### config.mk
export PLATFORM = sky130hd
export DESIGN_NAME = rc4_prga_decrypt_flat
export DESIGN_NICKNAME = d
export VERILOG_FILES = /design/src/rtl/rc4_pkg.sv /design/src/rtl/rc4_prga_decrypt_if.sv /design/src/rtl/rc4_plain_check.sv /design/src/rtl/rc4_prga_decrypt.sv /design/src/flat_wrapper.sv
export SDC_FILE = /design/constraint.sdc
export NUM_CORES = 1
export LEC_CHECK = 0
export ABC_CLOCK_PERIOD_IN_PS = 2800
export CAP_MARGIN = 5
export CORE_UTILIZATION = 54
export CTS_BUF_LIST = sky130_fd_sc_hd__clkbuf_16
export DETAILED_ROUTE_END_ITERATION = 10
export PLACE_DENSITY = 0.76
export REMOVE_ABC_BUFFERS = 1
export SETUP_SLACK_MARGIN = 0.05
export SYNTH_ARGS = -nofsm -noshare
export SYNTH_HDL_FRONTEND = slang
export SYNTH_SLANG_ARGS = --single-unit
### constraint.sdc
create_clock -name clock -period 2.8 [get_ports clock]
set_input_delay 0.7 -clock clock [delete_from_list [all_inputs] [get_ports clock]]
set_output_delay 0.7 -clock clock [all_outputs]
set_load 0.02 [all_outputs]
### src/rtl/rc4_pkg.sv
// Shared types and constants for the RC4 keystream/decrypt stage: byte type, S-box size,
// PRGA state encoding and the printable-plaintext range used by the optional checker.
package rc4_pkg;

    localparam int S_DEPTH = 256;
    localparam int S_AW    = $clog2(S_DEPTH);

    typedef logic [S_AW-1:0] byte_t;

    typedef enum logic [3:0] {
        IDLE,
        RD_I,
        WAIT_I,
        RD_J,
        WAIT_J,
        WR_I,
        WR_J,
        RD_F,
        WAIT_F,
        WR_OUT,
        DONE
    } prga_state_t;

    // Accepted plaintext: lowercase letters and space.
    localparam byte_t PLAIN_LO    = 8'h61;
    localparam byte_t PLAIN_HI    = 8'h7A;
    localparam byte_t PLAIN_SPACE = 8'h20;

endpackage

### src/rtl/rc4_prga_decrypt_if.sv
// Memory-side bus of the PRGA stage: S-box RAM, encrypted ROM and decrypted RAM.
// master = the PRGA engine, slave = the memories.
interface rc4_prga_decrypt_if #(
    parameter int MSG_LEN = 32
);
    import rc4_pkg::*;

    localparam int MSG_AW = (MSG_LEN > 1) ? $clog2(MSG_LEN) : 1;

    byte_t             s_address;
    byte_t             s_data;
    logic              s_wren;
    byte_t             s_q;
    logic [MSG_AW-1:0] rom_address;
    byte_t             rom_q;
    logic [MSG_AW-1:0] ram_address;
    byte_t             ram_data;
    logic              ram_wren;

    modport master (
        output s_address, s_data, s_wren,
        input  s_q,
        output rom_address,
        input  rom_q,
        output ram_address, ram_data, ram_wren
    );

    modport slave (
        input  s_address, s_data, s_wren,
        output s_q,
        input  rom_address,
        output rom_q,
        input  ram_address, ram_data, ram_wren
    );

endinterface

### src/rtl/rc4_plain_check.sv
// Combinational printable-plaintext test (a..z or space); exists only when
// RC4_PLAINTEXT_CHECK_EN is defined.
`ifdef RC4_PLAINTEXT_CHECK_EN
module rc4_plain_check
    import rc4_pkg::*;
(
    input  byte_t data,
    output logic  ok
);

    assign ok = ((data >= PLAIN_LO) && (data <= PLAIN_HI)) || (data == PLAIN_SPACE);

endmodule
`endif

### src/rtl/rc4_prga_decrypt.sv
// RC4 PRGA over the S-box left by key scheduling; XORs keystream with ROM bytes into RAM.
// Optional RC4_PLAINTEXT_CHECK_EN adds 'bad' and stops early on a non-printable byte.
module rc4_prga_decrypt
    import rc4_pkg::*;
#(
    parameter int MSG_LEN = 32
) (
    input  logic               clock,
    input  logic               reset_n,
    input  logic               start,
    output logic               finish,
`ifdef RC4_PLAINTEXT_CHECK_EN
    output logic               bad,
`endif
    rc4_prga_decrypt_if.master mem
);

    localparam int    MSG_AW = (MSG_LEN > 1) ? $clog2(MSG_LEN) : 1;
    localparam byte_t LAST_K = byte_t'(MSG_LEN - 1);

    prga_state_t state, state_next;
    byte_t       i, j, k, si, sj, f, enc;
    byte_t       plain;
    logic        stop_early;

    assign plain = f ^ enc;

`ifdef RC4_PLAINTEXT_CHECK_EN
    logic plain_ok;

    rc4_plain_check u_plain_check (
        .data (plain),
        .ok   (plain_ok)
    );

    assign stop_early = ~plain_ok;
`else
    assign stop_early = 1'b0;
`endif

    // NOTE: sequential state uses non-blocking assignments so every register samples
    // pre-edge values; the S-box itself lives outside and is deliberately not reset.
    always_ff @(posedge clock or negedge reset_n) begin
        if (!reset_n) begin
            state <= IDLE;
            i     <= '0;
            j     <= '0;
            k     <= '0;
            si    <= '0;
            sj    <= '0;
            f     <= '0;
            enc   <= '0;
`ifdef RC4_PLAINTEXT_CHECK_EN
            bad   <= 1'b0;
`endif
        end else begin
            state <= state_next;
            case (state)
                IDLE: if (start) begin
                    i <= '0;
                    j <= '0;
                    k <= '0;
`ifdef RC4_PLAINTEXT_CHECK_EN
                    bad <= 1'b0;
`endif
                end
                RD_I:   i  <= i + 8'd1;
                WAIT_I: si <= mem.s_q;
                RD_J:   j  <= j + si;
                WAIT_J: sj <= mem.s_q;
                WAIT_F: begin
                    f   <= mem.s_q;
                    enc <= mem.rom_q;
                end
                WR_OUT: begin
                    k <= k + 8'd1;
`ifdef RC4_PLAINTEXT_CHECK_EN
                    if (stop_early) bad <= 1'b1;
`endif
                end
                default: ;
            endcase
        end
    end

    // NOTE: every output of this block gets a default first, so no path infers a latch.
    always_comb begin
        state_next      = state;
        finish          = 1'b0;
        mem.s_address   = '0;
        mem.s_data      = '0;
        mem.s_wren      = 1'b0;
        mem.rom_address = '0;
        mem.ram_address = '0;
        mem.ram_data    = '0;
        mem.ram_wren    = 1'b0;
        case (state)
            IDLE:   if (start) state_next = RD_I;
            RD_I: begin
                mem.s_address = i + 8'd1;
                state_next    = WAIT_I;
            end
            WAIT_I: state_next = RD_J;
            RD_J: begin
                mem.s_address = j + si;
                state_next    = WAIT_J;
            end
            WAIT_J: state_next = WR_I;
            WR_I: begin
                mem.s_address = i;
                mem.s_data    = sj;
                mem.s_wren    = 1'b1;
                state_next    = WR_J;
            end
            // When i==j this rewrites the same cell with the same value, leaving S intact.
            WR_J: begin
                mem.s_address = j;
                mem.s_data    = si;
                mem.s_wren    = 1'b1;
                state_next    = RD_F;
            end
            RD_F: begin
                mem.s_address   = si + sj;
                mem.rom_address = k[MSG_AW-1:0];
                state_next      = WAIT_F;
            end
            WAIT_F: state_next = WR_OUT;
            WR_OUT: begin
                mem.ram_address = k[MSG_AW-1:0];
                mem.ram_data    = plain;
                mem.ram_wren    = 1'b1;
                state_next      = ((k == LAST_K) || stop_early) ? DONE : RD_I;
            end
            DONE: begin
                finish     = 1'b1;
                state_next = IDLE;
            end
            default: state_next = IDLE;
        endcase
    end

endmodule

### src/flat_wrapper.sv
// flat-port wrapper written by rule: the top's interface ports become plain ports
module rc4_prga_decrypt_flat import rc4_pkg::*;
#(
    parameter int MSG_LEN = 32
)
  (clock, reset_n, start, finish, mem_s_address, mem_s_data, mem_s_wren, mem_s_q, mem_rom_address, mem_rom_q, mem_ram_address, mem_ram_data, mem_ram_wren);
  rc4_prga_decrypt_if #(.MSG_LEN(MSG_LEN)) mem_i ();
  input  logic clock;
  input  logic reset_n;
  input  logic start;
  output logic finish;
  output wire logic [$bits(mem_i.s_address)-1:0] mem_s_address;
  output wire logic [$bits(mem_i.s_data)-1:0] mem_s_data;
  output wire logic [$bits(mem_i.s_wren)-1:0] mem_s_wren;
  input wire logic [$bits(mem_i.s_q)-1:0] mem_s_q;
  output wire logic [$bits(mem_i.rom_address)-1:0] mem_rom_address;
  input wire logic [$bits(mem_i.rom_q)-1:0] mem_rom_q;
  output wire logic [$bits(mem_i.ram_address)-1:0] mem_ram_address;
  output wire logic [$bits(mem_i.ram_data)-1:0] mem_ram_data;
  output wire logic [$bits(mem_i.ram_wren)-1:0] mem_ram_wren;
  assign mem_s_address = mem_i.s_address;
  assign mem_s_data = mem_i.s_data;
  assign mem_s_wren = mem_i.s_wren;
  assign mem_i.s_q = mem_s_q;
  assign mem_rom_address = mem_i.rom_address;
  assign mem_i.rom_q = mem_rom_q;
  assign mem_ram_address = mem_i.ram_address;
  assign mem_ram_data = mem_i.ram_data;
  assign mem_ram_wren = mem_i.ram_wren;
  rc4_prga_decrypt #(.MSG_LEN(MSG_LEN)) u_core (.clock(clock), .reset_n(reset_n), .start(start), .finish(finish), .mem(mem_i));
endmodule
# Yosys cells after proc, flatten, opt, wreduce, memory -nomap -nowiden

Index checks and enable logic that the tools add are counted.

Register bits after elaboration: 60
Input port bits: 19

Add/subtract/negate cells: 4
Eq/ne operators: 12
Mux-type cells: 15
Bitwise operators: 1
Reduce and logical (&&, ||, !) cells: 8

Operators with widths:

| operator                                            | count |
|---|---|
| case mux 8 bit (2 select lines)                     | 4 |
| case mux 4 bit (10 select lines)                    | 1 |
| case mux 8 bit (5 select lines)                     | 1 |
| adder 8 x 1 -> 8 bit, second input constant         | 2 |
| adder 8 bit                                         | 2 |
| equality test 4 x 3 -> 1 bit, second input constant | 4 |
| two-way mux 8 bit                                   | 2 |
| equality test 4 bit, second input constant          | 3 |
| two-way mux 5 bit                                   | 2 |
| equality test 4 x 2 -> 1 bit, second input constant | 2 |
| equality test 8 x 5 -> 1 bit, second input constant | 1 |
| two-way mux 4 bit                                   | 2 |
| XOR 8 bit                                           | 1 |
| AND reduction 2 bit                                 | 3 |
| nonzero test 2 bit                                  | 3 |
| equality test 4 x 1 -> 1 bit, second input constant | 1 |
| logical NOT 4 bit                                   | 1 |
| two-way mux 1 bit                                   | 3 |
| inequality test 2 bit, second input constant        | 1 |
| OR reduction 2 bit                                  | 1 |

# Depth between registers and ports, before layout

Depth in word-level cells: 3
Mapped depth: 8
Mapped depth without buffers: 8

# Worst setup path before layout

OpenSTA, ideal clock, no wires.

Path type: register -> output
Start: register u_core.si[1]
End: output mem_s_address[7]
Arrival time: 1.904 ns
Data required time: 2.100 ns
Setup slack: 0.196 ns
Stages on the path, launching flop included: 8
Buffers on the path: 0
Cell sequence: dfrtp_1 > ha_1 > a21o_1 > nand4_1 > nand3_1 > a31oi_1 > xnor2_1 > o31ai_1

Word-level cells in the longest chain between the ends: 2
Elaborated cells between the ends (all ways): 3

Ends and longest elaborated chain:

| element                           | RTL line                                         | RTL |
|---|---|---|
| start: declaration                | rc4_prga_decrypt.sv:22                           | `byte_t i, j, k, si, sj, f, enc;` |
| start signal: assignment          | rc4_prga_decrypt.sv:68                           | `WAIT_I: si <= mem.s_q;` |
| adder 8 bit (on tied branches)    | rc4_prga_decrypt.sv:123, rc4_prga_decrypt.sv:105 |  |
| case mux 8 bit (5 select lines) * | rc4_prga_decrypt.sv:97                           | `case (state)` |
| end: declaration                  | flat_wrapper.sv:12                               | `output wire logic [$bits(mem_i.s_address)-1:0] mem_s_address;` |

Every way passes the cells marked *; elsewhere a longest branch is shown, timed or not.

# Final worst setup path

Start: register u_core.si[0]
End: output mem_s_address[6]

Same word-level chain as after synthesis.

==> run_results.csv <==
group,metric,value,unit
power,switchingPower,2570,uW
finish,antenna_cells,0,
synth,synthArstFlopShare,100,%
die,die-area,6940,um2
detailed_routing,wirelength,9.85,mm
clocking,h-tree-depth,3,
sta,fin_ws,-0.206,ns
finish,fin_area,4980,um2
synth,synthCells,352,
detailed_routing,first_pass_iters,5,
detailed_routing,drt_iter0_markers,273,
synth,synth_ff_type,"dfrtp_1",
global_routing,gr-usage-all-layers,28.0,%
global_routing,grt_start_max_net_pins,32,
finish,area_growth,39.5,%
clocking,clockRootBuffer,"clkbuf_16",
sta,max_freq,0.333,GHz
global_routing,use_met1,36.2,%
power,cellPowerDensity,1270,nW/um2
synth,synth_most_common_cell,"dfrtp_1",
clocking,cts_tree,"done",
sta,maxSlewViolCount,0,
finish,final_util,78.5,%
global_routing,grt_busiest_layer,"met2",
global_routing,antenna_found_initial,0,
synth,synthTopCellsByArea,"dfrtp_1 (42%), mux2_2 (10%), ha_1 (5.6%), xnor2_1 (4.9%), nor2_1 (3.6%)",
detailed_routing,wl_per_cell,18.0,um
die,coreArea,6350,um2
synth,yosysSeqAreaShare,42.0,%
setup_path,worstSetupStartpointType,"flip-flop",
sta,worstMarginPinSlew,0.840,ns
finish,nNetsFinal,502,
sta,period_minus_slack,3.01,ns
run_status,status,"finished, violations left",
setup_path,path_max_fanout,3,
die,row_count,29,
global_routing,grt_util_met3,5.47,%
sta,rsz0062_at_grt,"yes",
clocking,path_clk_slew,0.05,ns
clocking,cts.sinks,60,
die,initial_core_util,56.3,%
sta,fin_worst_skew,0.00649,ns
detailed_routing,ant_nets,0,
setup_path,worst_ep_arrival_time,2.31,ns
placement,finalWeightedCongestion,0.877,
setup_path,slowest_delay,0.42,ns
global_routing,first_global_vias,3133,
synth,synth_edf_count,0,
detailed_routing,num_vias,3284,
clocking,clock_latency,0.33,ns
global_routing,grt_remaining_overflow,0,
setup_path,worstSetupEndpointType,"output port",
synth,ys_seq_elements,60,
clocking,clockBufferDepth,2,
placement,place_area,4570,um2
detailed_routing,drc,0,
setup_path,crit_type,"reg -> out",
synth,ys_top_cells_by_count,"dfrtp_1 (60), nor2_1 (34), mux2_2 (32), nand2_1 (32), o21ai_0 (21)",
die,die_h,83.3,um
power,ir_drop,724,uV
setup_path,required,2.10,ns
power,p_leak,0.00239,uW
global_routing,grt_pass1_wl,15.2,mm
power,internal_power,3760,uW
finish,nFillCells,414,
synth,synthDistinctLibCells,49,
sta,relSlewSlack,43.7,%
placement,portBuffers,55,
die,die_width,83.3,um
detailed_routing,drt-vias-per-instance,6.00,
power,p_sw_share,40.6,%
setup_path,crit_top_cell,"a21oi_1",
synth,ys_warn_count,0,
clocking,cts_buffers,9,
synth,yosysTopAreaCell,"dfrtp_1",
setup_path,cp_cell_sequence,"ha_4 -> fa_2 -> a211oi_2 -> o21bai_1 -> a21oi_1 -> xnor2_1 -> a21oi_1 -> nand2_2 -> buf_6",
hold_path,hold_class,"in -> async",
sta,period_share,107,%
finish,drive_gt1_share,31.9,%
placement,dp_hpwl,6.59,mm
power,pwr-share-clk,16.8,%
run_status,violations,"negative setup slack",
die,ios,56,
sta,final-hold-violation-count,0,
sta,setup_viol_count_final,4,
clocking,cts-hold-fix-buffers,0,
power,share_comb_of_total_power,57.6,%
power,seqPwrFrac,25.6,%
global_routing,met2_usage,46.9,%
job,cap_violations,0,
setup_path,critical-path-top-delay-family,"compound AO/OA/AOI/OAI gates",
setup_path,critPathSlowestCell,"dfrtp_1",
setup_path,crit_buf_inv,1,
synth,synth_top_area_share,42.0,%
synth,netlist_area,3570,um2
synth,synth.avg_cell_area,10.1,um2
[timing repair]
item,in CTS,in global routing
gates resized for setup,77,29
buffers inserted,2,2
pin swaps,7,20
hold endpoints to repair,0,0
cloned,0,0
setup endpoints to repair,35,18
[power by group through the flow]
stage / clock network (uW) / logic [uW] / registers [uW]
after floorplan: 0 / 1930 / 1510
after global placement: 0 / 3190 / 1540
after detailed placement: 0 / 3280 / 1570
after CTS: 1070 / 3370 / 1570
after global routing: 1110 / 3930 / 1660
final: 1060 / 3640 / 1620
[path summary, 6_finish.rpt]
| check | startpoint | to | slack [ns] | cells after the start |
|---|---|---|---|---|
| setup / recovery | u_core.si[0] | mem_s_address[6] | -0.21 | 9 |
| hold / removal | reset_n | u_core.k[2] | 0.42 | 1 |
| setup reg to reg | u_core.si[1] | u_core.j[4] | 0.54 | 10 |
| hold reg to reg | u_core.k[7] | u_core.k[7] | 0.50 | 1 |
| max in group asynchronous | reset_n | u_core.f[3] | 1.76 | 2 |
| min in group clock | u_core.k[7] | u_core.k[7] | 0.50 | 1 |
[placed cells by master, fill, tap and decap left out, drive strengths merged, types with 5 or more instances in the layout]
cell           count
nor2              34
and2              10
a21o               7
nor3               7
xnor2             20
dfrtp             60
a21oi             12
buf               67
xor2               6
and3               9
ha                16
clkbuf            11
nand3             10
inv                5
o21ai             21
dlygate4sd2       21
a22oi              7
clkdlybuf4s15      5
nand2             33
clkdlybuf4s50     19
mux2              32
a22o              12
[cell type report]
class	count	area [um2]	share of cell area, %
Multi-Input combinational cell	277	2120	42.5
Sequential cell	60	1510	30.3
Timing Repair Buffer	114	961	19.3
Clock buffer	9	225	4.52
Tap cell	77	96.3	1.93
Clock inverter	7	60.1	1.21
Inverter	3	13.8	0.276
[kinds of logic after synthesis]
logic type	Yosys count	share of synthesized area (%)
and+or+nand+nor	115	16.2
AOI/OAI and AO/OA	84	15.9
DFF	60	42.0
muxes	34	10.6
xor gates and xnor gates	26	6.37
adders and majority gates	18	6.73
buffers and inverters	15	2.14
[layer usage]
metal  vias to the layer above  wire (um)
li1                       1509          -
met1                      1610       4120
met4                         0        248
met5                         -          0
met2                       141       4960
met3                        24        512
[worst register-to-register path, delay by kind of cell (launching register included)]
| kind | cells | cell delay [ns] |
|---|---|---|
| xor gates and xnor gates | 1 | 0.12 |
| AOI/OAI and AO/OA | 2 | 0.39 |
| and+or+nand+nor | 2 | 0.23 |
| buffers and inverters | 4 | 0.55 |
| DFF | 1 | 0.48 |
| adders and majority gates | 1 | 0.39 |
[per-stage QoR]
step | cells | setup TNS, ns | worst slack, ns | hold WS (ns) | power, uW
floorplan | 340 | 0 | 0.196 | 0.404 | 3440
global placement | 527 | -1.23 | -0.365 | 0.474 | 4730
detailed placement | 527 | -1.44 | -0.379 | 0.500 | 4850
CTS | 545 | -0.561 | -0.172 | 0.430 | 6010
global route | 547 | -1.11 | -0.309 | 0.486 | 6690
finish | 547 | -0.668 | -0.206 | 0.417 | 6320
[registers in the layout, indices dropped and copies added, names as in the netlist]
register / flops
u_core.enc: 8
u_core.f: 8
u_core.i: 8
u_core.j: 8
u_core.k: 8
u_core.si: 8
u_core.sj: 8
u_core.state: 4
Power figures use the tool's default switching activity.
